## config.mk

```make
export PLATFORM = sky130hd
export DESIGN_NAME = mem_port_arbiter
export DESIGN_NICKNAME = d
export VERILOG_FILES = /design/src/rtl/mem_arb_pkg.sv /design/src/rtl/arb_watchdog.sv /design/src/rtl/mem_port_arbiter.sv
export SDC_FILE = /design/constraint.sdc
export NUM_CORES = 1
export LEC_CHECK = 0
export BUFFER_PORTS_ARGS = -buffer_cell sky130_fd_sc_hd__buf_4
export CAP_MARGIN = 20
export CORE_UTILIZATION = 28
export CTS_CLUSTER_DIAMETER = 80
export DETAILED_ROUTE_END_ITERATION = 6
export GPL_ROUTABILITY_DRIVEN = 0
export PLACE_DENSITY = 0.56
export SETUP_SLACK_MARGIN = 0.4
export SLEW_MARGIN = 25
export SYNTH_ARGS = -nofsm -noshare
export SYNTH_HDL_FRONTEND = slang
export SYNTH_SLANG_ARGS = --single-unit
export TNS_END_PERCENT = 50
```

## constraint.sdc

```tcl
create_clock -name clk -period 5.4 [get_ports clk]
set_input_delay 0.54 -clock clk [delete_from_list [all_inputs] [get_ports clk]]
set_output_delay 0.54 -clock clk [all_outputs]
set_load 0.03 [all_outputs]
```

## src/rtl/mem_arb_pkg.sv

```systemverilog
// Shared definitions for the unified memory port arbiter and the stall logic.
package mem_arb_pkg;

  // Arbiter state encoding
  typedef enum logic [1:0] {
    ARB_IDLE   = 2'd0,
    ARB_BUSY_F = 2'd1,
    ARB_BUSY_D = 2'd2,
    ARB_ERR    = 2'd3
  } arb_state_t;

  // Default fairness window: data grants allowed back to back while a fetch waits
  localparam int ARB_FAIRNESS = 4;

  // Default watchdog limit in cycles for one outstanding access
  localparam int ARB_TIMEOUT = 64;

endpackage

```

## src/rtl/arb_watchdog.sv

```systemverilog
// Saturating up-counter with synchronous clear and count enable.
// expired is high while the registered count sits at MAX.
module arb_watchdog
  import mem_arb_pkg::*;
#(
  parameter int MAX = ARB_TIMEOUT
) (
  input  logic clk,
  input  logic rst_n,
  input  logic clr,
  input  logic en,
  output logic expired
);

  localparam int W = $clog2(MAX + 1);
  localparam logic [W-1:0] MAX_C = W'(MAX);

  logic [W-1:0] count_reg;
  logic [W-1:0] count_next;

  // Clear wins over enable; the count stops at MAX
  always_comb begin
    count_next = count_reg;
    if (clr) begin
      count_next = '0;
    end else if (en && (count_reg != MAX_C)) begin
      count_next = count_reg + 1'b1;
    end
  end

  // Count register
  always_ff @(posedge clk or negedge rst_n) begin
    if (!rst_n) begin
      count_reg <= '0;
    end else begin
      count_reg <= count_next;
    end
  end

  assign expired = (count_reg == MAX_C);

endmodule

```

## src/rtl/mem_port_arbiter.sv

```systemverilog
// Arbitrates the single multi-cycle memory port between instruction fetch and
// the data stage, routes completions back to the owner, drops flushed fetch
// responses and traps a hung memory with a watchdog.
module mem_port_arbiter
  import mem_arb_pkg::*;
#(
  parameter int ADDR_W   = 16,
  parameter int DATA_W   = 16,
  parameter int FAIRNESS = ARB_FAIRNESS,
  parameter int TIMEOUT  = ARB_TIMEOUT
) (
  input  logic              clk,
  input  logic              rst_n,
  input  logic              fetch_req,
  input  logic [ADDR_W-1:0] fetch_addr,
  input  logic              fetch_flush,
  output logic              fetch_done,
  output logic [DATA_W-1:0] fetch_rdata,
  output logic              fetch_wait,
  input  logic              data_req,
  input  logic              data_wr,
  input  logic [ADDR_W-1:0] data_addr,
  input  logic [DATA_W-1:0] data_wdata,
  output logic              data_done,
  output logic [DATA_W-1:0] data_rdata,
  output logic              data_wait,
  output logic              mem_en,
  output logic              mem_wr,
  output logic [ADDR_W-1:0] mem_addr,
  output logic [DATA_W-1:0] mem_wdata,
  input  logic              mem_done,
  input  logic [DATA_W-1:0] mem_rdata,
  output logic              err
);

  arb_state_t        state_reg, state_next;
  logic              drop_reg, drop_next;
  logic [ADDR_W-1:0] addr_reg, addr_next;
  logic [DATA_W-1:0] wdata_reg, wdata_next;

  logic grant_d, grant_f;
  logic fair_en, fair_clr, fair_full;
  logic wd_en, wd_clr, wd_expired;

  // Counts data grants that overtook a waiting fetch
  arb_watchdog #(.MAX(FAIRNESS)) u_fair (
    .clk     (clk),
    .rst_n   (rst_n),
    .clr     (fair_clr),
    .en      (fair_en),
    .expired (fair_full)
  );

  // Counts cycles since the current access was granted
  arb_watchdog #(.MAX(TIMEOUT)) u_wd (
    .clk     (clk),
    .rst_n   (rst_n),
    .clr     (wd_clr),
    .en      (wd_en),
    .expired (wd_expired)
  );

  // Arbitration, completion routing and next-state logic
  always_comb begin
    state_next = state_reg;
    drop_next  = drop_reg;
    grant_d    = 1'b0;
    grant_f    = 1'b0;
    fetch_done = 1'b0;
    data_done  = 1'b0;
    err        = 1'b0;

    case (state_reg)
      ARB_IDLE: begin
        // A flush blocks the fetch this cycle, so data may go even when fairness is spent
        if (data_req && (!fetch_req || !fair_full || fetch_flush)) begin
          grant_d    = 1'b1;
          state_next = ARB_BUSY_D;
        end else if (fetch_req && !fetch_flush) begin
          grant_f    = 1'b1;
          state_next = ARB_BUSY_F;
        end
      end
      ARB_BUSY_F: begin
        if (mem_done) begin
          // A flush landing together with the completion still kills it
          fetch_done = !drop_reg && !fetch_flush;
          drop_next  = 1'b0;
          state_next = ARB_IDLE;
        end else if (wd_expired) begin
          err        = 1'b1;
          state_next = ARB_ERR;
        end else if (fetch_flush) begin
          drop_next  = 1'b1;
        end
      end
      ARB_BUSY_D: begin
        if (mem_done) begin
          data_done  = 1'b1;
          state_next = ARB_IDLE;
        end else if (wd_expired) begin
          err        = 1'b1;
          state_next = ARB_ERR;
        end
      end
      ARB_ERR: begin
        err = 1'b1;
      end
      default: begin
        state_next = ARB_IDLE;
      end
    endcase

    // Memory strobe and operand mux; the address and write data hold between grants
    mem_en     = grant_d || grant_f;
    mem_wr     = grant_d && data_wr;
    addr_next  = grant_d ? data_addr : (grant_f ? fetch_addr : addr_reg);
    wdata_next = grant_d ? data_wdata : wdata_reg;
    mem_addr   = addr_next;
    mem_wdata  = wdata_next;

    // Read data is only presented alongside its done pulse
    fetch_rdata = fetch_done ? mem_rdata : '0;
    data_rdata  = data_done ? mem_rdata : '0;
    fetch_wait  = fetch_req && !fetch_done;
    data_wait   = data_req && !data_done;

    fair_en  = grant_d && fetch_req;
    fair_clr = grant_f || ((state_reg == ARB_IDLE) && !fetch_req);
    wd_clr   = (state_next == ARB_IDLE);
    wd_en    = (state_next == ARB_BUSY_F) || (state_next == ARB_BUSY_D);
  end

  // State, drop flag and held memory operands
  always_ff @(posedge clk or negedge rst_n) begin
    if (!rst_n) begin
      state_reg <= ARB_IDLE;
      drop_reg  <= 1'b0;
      addr_reg  <= '0;
      wdata_reg <= '0;
    end else begin
      state_reg <= state_next;
      drop_reg  <= drop_next;
      addr_reg  <= addr_next;
      wdata_reg <= wdata_next;
    end
  end

endmodule

```

==> results of run 1 <==
==> power by group through the flow <==
stage | registers [mW] | logic (mW) | clock network [mW]
6_report | 0.522 | 1.14 | 0.230
5_1_grt | 0.541 | 1.24 | 0.251
4_1_cts | 0.523 | 1.14 | 0.240
3_5_place_dp | 0.530 | 1.14 | 0
3_3_place_gp | 0.524 | 1.13 | 0
2_1_floorplan | 0.519 | 0.750 | 0
==> per-layer routing <==
layer  part of all wire, %  GRT usage [%]
met1                    42          18.83
met2                    53          26.12
met3                   3.9          2.607
met4                  0.75          3.358
met5                     0              0
==> per-stage QoR <==
step	instance area, um2	hold slack [ns]	setup slack, ns	power, mW
global placement	3592	0.4555	2.258	1.656
global route	3721	0.2742	2.084	2.029
CTS	3694	0.2543	2.179	1.903
floorplan	2479	0.2444	3.004	1.269
detailed placement	3592	0.4582	2.193	1.667
finish	3721	0.2257	2.305	1.889
==> logic make-up after synthesis <==
group / Yosys count
AND/OR/NAND/NOR: 151
AO/OA/AOI/OAI: 55
flip-flops: 45
buffers and inverters: 22
adder cells (fa/ha/maj): 9
XOR/XNOR: 5
multiplexers: 1
==> layout make-up <==
class	instances	area [um2]
clock inverters	1	5.005
clock buffers	7	96.34
inverters	8	30.03
well taps	105	131.4
fillers	851	4661
flip-flops and latches	45	1126
repair buffers	143	1094
multi-input cells	221	1239
==> worst max-delay path, delay by kind of cell, from the launching register on <==
kind / cells / cell delay, ns
flops: 1 / 0.39
simple gates: 1 / 0.80
buf+inv: 2 / 0.29
fa+ha+maj: 1 / 0.23
compound gates: 3 / 0.55
==> worst paths after layout <==
| check | from | to | slack (ns) | cells after the start |
|---|---|---|---|---|
| setup reg to reg | u_fair.count_reg[0] | u_wd.count_reg[5] | 2.45 | 10 |
| hold / removal | rst_n | wdata_reg[1] | 0.23 | 1 |
| max in group asynchronous | rst_n | u_wd.count_reg[2] | 4.78 | 1 |
| hold reg to reg | wdata_reg[12] | wdata_reg[12] | 0.47 | 2 |
| min in group clk | data_wdata[14] | wdata_reg[14] | 0.45 | 3 |
| setup / recovery | u_fair.count_reg[0] | mem_addr[1] | 2.31 | 7 |
==> cells in the final DEF, fill, tap and decap left out, drive strengths merged, types with 3 or more instances in the layout <==
cell / n
buf: 143
nand2: 76
dfrtp: 45
a21oi: 41
nor2: 21
and2: 18
and3: 18
ha: 9
inv: 8
clkbuf: 7
o21ai: 5
nor3: 4
nand3: 3
nor2b: 3
xor2: 3
==> results.json, run 1 <==
{
  "status": "finished, final reports clean",
  "synth_adder_area_share_pct": 4.543,
  "htree_levels": 2,
  "cts_root_buf": "clkbuf_8",
  "power_density_nw_per_um2": 507.8,
  "final_cells": 530,
  "p_leak_nw": 2.003,
  "ys.flop_type": "dfrtp_1",
  "synth_compound_area_share_pct": 13.98,
  "core_area_um2": 8382,
  "clk_pin_slew_ns": 0.08,
  "fin_crit_sh_pct": 57.31,
  "final_core_util_pct": 44.39,
  "grt_max_degree": 46,
  "fp.dieH_um": 96.09,
  "viasPerCell": 4.432,
  "finalHoldViolations": 0,
  "crit_slowest_cell": "and3_1",
  "clock_path_buffers": 2,
  "internal_power_mw": 1.008,
  "yosys-top-cells-area": "dfrtp_1 45%, nand2_1 12%, a21oi_1 6.9%",
  "synth_top_family_by_area": "simple AND/OR/NAND/NOR gates",
  "ctsResizeCount": 0,
  "arrival_ns": 2.55,
  "ctsHoldBuffers": 0,
  "vias": 2349,
  "synthMuxAreaShare_pct": 0.4038,
  "dp.cells": 521,
  "postCtsSetupBuffers": 0,
  "ys_ff_latch": 45,
  "pin_count": 142,
  "ir_drop_v": 0.0003377,
  "cts_num_sinks": 45,
  "final_nets": 504,
  "syn_area_um2": 2479,
  "clkLatencyLatePin_ns": 0.30,
  "first_global_vias": 2205,
  "track_usage_pct": 14.84,
  "yosysTopAreaCell": "dfrtp_1",
  "wl_per_cell_um": 13.14,
  "period_needed_ns": 3.095,
  "worstPathRequired_ns": 4.86,
  "die_area_um2": 9232,
  "start_util_pct": 29.57,
  "synth_edf_count": 0,
  "cpMostUsedCell": "a21oi_1",
  "dr.first_iter.drc_count": 94,
  "swShare_pct": 46.63,
  "antenna_found_initial": 0,
  "switchingPower_mw": 0.8810,
  "final.setup_skew_ns": 0.006885,
  "synth_cell_types": 35,
  "yosysMostFrequentCell": "nand2_1",
  "dp_hpwl_mm": 5.183,
  "dr.pass1.iters": 4,
  "finalMaxSlewViolations": 0,
  "yosys_warnings": 0,
  "synth.avg_cell_area_um2": 8.606,
  "sequentialPowerShare_pct": 27.6,
  "portBuffers": 141,
  "setup_viol": 0,
  "cp-end-kind": "output pin",
  "die_w_um": 96.09,
  "n_antenna_cell": 0,
  "syn_nets": 368,
  "ys_seq_area_share_pct": 45.43,
  "std_cell_rows": 33,
  "syn2layout_area_growth_pct": 50.13,
  "cpPeakStageDelay_ns": 0.80,
  "clockPowerShare_pct": 12.2,
  "comb_power_share_pct": 60.2,
  "cts_tree": "built",
  "fmax_mhz": 323.1,
  "grt_setup_unrepaired": "false",
  "cts_buffers": 5,
  "max-slew-margin-rel_pct": 35.72,
  "drive_gt1_share_pct": 39.29,
  "wirelength_mm": 6.966,
  "ys_async_sr_fraction_pct": 100.0,
  "synthTopCellsByCount": "76 x nand2_1, 45 x dfrtp_1, 34 x a21oi_1",
  "synthXorXnorAreaFrac_pct": 1.767,
  "netlist_instances": 288,
  "start_kind": "register",
  "grt_pass1_wl_mm": 10.58,
  "path_cells": "inv_1 -> ha_1 -> a21bo_1 -> and3_1 -> a21oi_1 -> a21oi_1 -> buf_4",
  "crit_path_max_fanout": 19,
  "overflow": 0,
  "finalSetupTns_ns": 0,
  "yosys.area_share.simple_pct": 29.28,
  "yosysTopAreaCellShare_pct": 45.43,
  "drv_cap": 0,
  "worstHoldPathType": "in -> async",
  "worstSetupPathType": "reg -> out",
  "tightestPinTransition_ns": 0.9641,
  "remaining_drc_errors": 0,
  "ant_nets": 0
}
Power figures use the tool's default switching activity.
==> run 2, diff against run 1 <==
--- a/config.mk
+++ b/config.mk
@@ -5,13 +5,14 @@
 export SDC_FILE = /design/constraint.sdc
 export NUM_CORES = 1
 export LEC_CHECK = 0
+export ABC_AREA = 1
 export BUFFER_PORTS_ARGS = -buffer_cell sky130_fd_sc_hd__buf_4
 export CAP_MARGIN = 20
 export CORE_UTILIZATION = 28
 export CTS_CLUSTER_DIAMETER = 80
 export DETAILED_ROUTE_END_ITERATION = 6
 export GPL_ROUTABILITY_DRIVEN = 0
-export PLACE_DENSITY = 0.56
+export PLACE_DENSITY = 0.57
 export SETUP_SLACK_MARGIN = 0.4
 export SLEW_MARGIN = 25
 export SYNTH_ARGS = -nofsm -noshare
==> constraint.sdc (replaced) <==
create_clock -name clk -period 2.8 [get_ports clk]
set_input_delay 0.28 -clock clk [delete_from_list [all_inputs] [get_ports clk]]
set_output_delay 0.28 -clock clk [all_outputs]
set_load 0.03 [all_outputs]
==> run 2 against run 1 <==
Sequential power rose by 93%; global-route usage rose by 0.063 points; via count rose by 15%; hold slack got worse by 0.022 ns; utilization fell by 0.080 points; clock skew fell by 0.00093 ns; sequential share of layout area fell by 1.7 points; critical endpoint is now mem_addr[11]; flip-flop and latch count did not move.
==> results.json, run 2 <==
{
  "status": "finished, final reports clean",
  "start_util_pct": 29.55,
  "fin_crit_sh_pct": 80.54,
  "p_leak_nw": 2.305,
  "setup_viol": 0,
  "path_cells": "inv_1 -> ha_1 -> nand2_1 -> a21oi_4 -> buf_4 -> nand3b_1 -> nand3_1 -> nand2_1 -> buf_4",
  "finalMaxSlewViolations": 0,
  "synth.avg_cell_area_um2": 7.082,
  "rrSetupSlack_ns": 0.58,
  "ys_ff_latch": 45,
  "synth_cell_types": 26,
  "fmax_mhz": 443.4,
  "remaining_drc_errors": 0,
  "worstSetupPathType": "reg -> out",
  "overflow": 0,
  "drv_cap": 0,
  "std_cell_rows": 34,
  "crit_buf_inv": 3,
  "crit_family": "buffers and inverters",
  "ys.flop_type": "dfrtp_1",
  "final_core_util_pct": 44.31,
  "reg2reg_to": "u_wd.count_reg[6]",
  "dp_hpwl_mm": 5.585,
  "fillers": 917,
  "grt_max_degree": 46,
  "wl_per_cell_um": 11.61,
  "clkLatencyLatePin_ns": 0.29,
  "pin_count": 142,
  "crit_path_max_fanout": 17,
  "postPlaceCellArea_um2": 3810,
  "drive_gt1_share_pct": 31.98,
  "yosys-top-cells-area": "dfrtp_1 43%, nand2_1 19%, inv_1 8.9%",
  "clock_path_buffers": 2,
  "finalPower_mw": 3.761,
  "dr.first_iter.drc_count": 75,
  "syn2layout_area_growth_pct": 49.95,
  "syn_nets": 451,
  "timing.hold.ws_ns": 0.2034,
  "min_from": "data_wdata[11]",
  "cp-end-kind": "output pin",
  "cts_buffers": 5,
  "first_global_vias": 2676,
  "layout_common_cells": "147 x buf_4, 130 x nand2_1, 59 x inv_1",
  "die_w_um": 98.87,
  "cpPeakStageDelay_ns": 0.41,
  "core_area_um2": 8891,
  "cts_tree": "built",
  "viasPerCell": 4.343,
  "worstPathRequired_ns": 2.52,
  "htree_levels": 2,
  "yosys_warnings": 0,
  "final_common_cell": "buf_4",
  "track_usage_pct": 14.90,
  "netlist_instances": 371,
  "yosysTopAreaCell": "dfrtp_1",
  "multiInputGateArea_um2": 1219,
  "ys_async_sr_fraction_pct": 100.0,
  "antenna_found_initial": 0,
  "die_area_um2": 9775,
  "worstHoldPathType": "in -> reg",
  "start_kind": "register",
  "stdcell_area_um2": 3940,
  "ant_nets": 0,
  "tightestPinTransition_ns": 0.5532,
  "grt_setup_unrepaired": "true",
  "finalSetupTns_ns": 0,
  "seq_area_um2": 1126,
  "power_density_nw_per_um2": 954.7,
  "yosysMostFrequentCell": "nand2_1",
  "finalHoldViolations": 0,
  "cts_num_sinks": 45,
  "final.setup_skew_ns": 0.005954,
  "dr.pass1.iters": 4,
  "min_to": "wdata_reg[11]",
  "synthTopCellsByCount": "130 x nand2_1, 62 x inv_1, 45 x dfrtp_1",
  "grt_pass1_wl_mm": 12.01,
  "ys_seq_area_share_pct": 42.86,
  "fp.dieH_um": 98.87,
  "final_nets": 595,
  "wirelength_mm": 7.242,
  "max-slew-margin-rel_pct": 63.03,
  "vias": 2710,
  "yosysTopAreaCellShare_pct": 42.86,
  "n_antenna_cell": 0,
  "reg2reg_from": "state_reg[0]",
  "cts_root_buf": "clkbuf_8",
  "arrival_ns": 1.98,
  "reg2reg_depth": 14,
  "synth_edf_count": 0,
  "clk_pin_slew_ns": 0.09,
  "hold_depth": 3,
  "ir_drop_v": 0.0005584,
  "syn_area_um2": 2628,
  "portBuffers": 141,
  "crit_slowest_cell": "dfrtp_1",
  "period_needed_ns": 2.255
}
## run 2: changes by cell type after synthesis, moves of 7 or more
cell      previous run  this run
a21oi_2              7         0
and3_1              18         0
nand3_1              3        31
nand3b_1             0        16
nor2_1              21        42
inv_1                8        62
and2_1              18         0
a21oi_1             34         2
nand2_1             76       130
## run 2: stage by stage
step | instances | worst slack [ns]
after floorplan | 371 | 0.5524
after global placement | 613 | 0.6258
after detailed placement | 613 | 0.5452
after CTS | 622 | 0.4430
after global routing | 624 | 0.3437
final | 624 | 0.5448
## run 2: metal layers
layer	GRT usage [%]	wire length [um]	vias up
met1	17.93	3162	1239
met3	2.128	261	2
met4	1.722	18	0
li1	-	-	1413
met2	28.67	3799	56
met5	0	0	-
## run 2: power breakdown
group | internal (mW) | switching, mW | leakage [nW] | total [mW]
registers | 0.919 | 0.0948 | 0.565 | 1.01
clock network | 0.177 | 0.224 | 0.0445 | 0.401
logic | 0.816 | 1.53 | 1.70 | 2.35
## run 2: worst max path at each step
stage,from,cells after the start,end
floorplan,state_reg[1],7,fetch_rdata[10]
global placement,u_fair.count_reg[0],14,u_wd.count_reg[5]
global route,u_fair.count_reg[0],15,u_wd.count_reg[6]
finish,u_fair.count_reg[0],9,mem_addr[11]
CTS,state_reg[0],8,mem_addr[13]
detailed placement,state_reg[0],13,u_wd.count_reg[5]
## run 2: cell families after synthesis
kind of cell / share of synthesized area, %
DFF: 42.86
xor gates and xnor gates: 1.000
AOI/OAI and AO/OA: 3.477
adders and majority gates: 4.286
and+or+nand+nor: 37.00
buffers and inverters: 11.38
## run 2: what timing repair did
action	4_1_cts	5_1_grt
buffers inserted	0	2
resized for setup	1	4
hold endpoints to repair	31	0
hold buffers	1	0
endpoints found under the setup margin	22	27
cloned	0	0
## run 2: worst reg2reg max path: stages (launching register included)
cell and delay (ns):
dfrtp_1 0.42, inv_1 0.10, ha_2 0.30, nand3_2 0.15, buf_4 0.22, nand2_1 0.07, nand2_1 0.05, nand2_1 0.07
inv_1 0.04, ha_1 0.26, nand2_1 0.07, nand2_1 0.16, inv_2 0.08, nand2_1 0.05, o21ai_0 0.07
## run 2: layout make-up
type,count,area share (%)
clock buffer,5,1.747
clock inverter,3,0.5399
inverter,62,6.002
multi-input combinational,252,30.93
sequential,45,28.58
tap,108,3.430
timing repair buffer,149,28.77
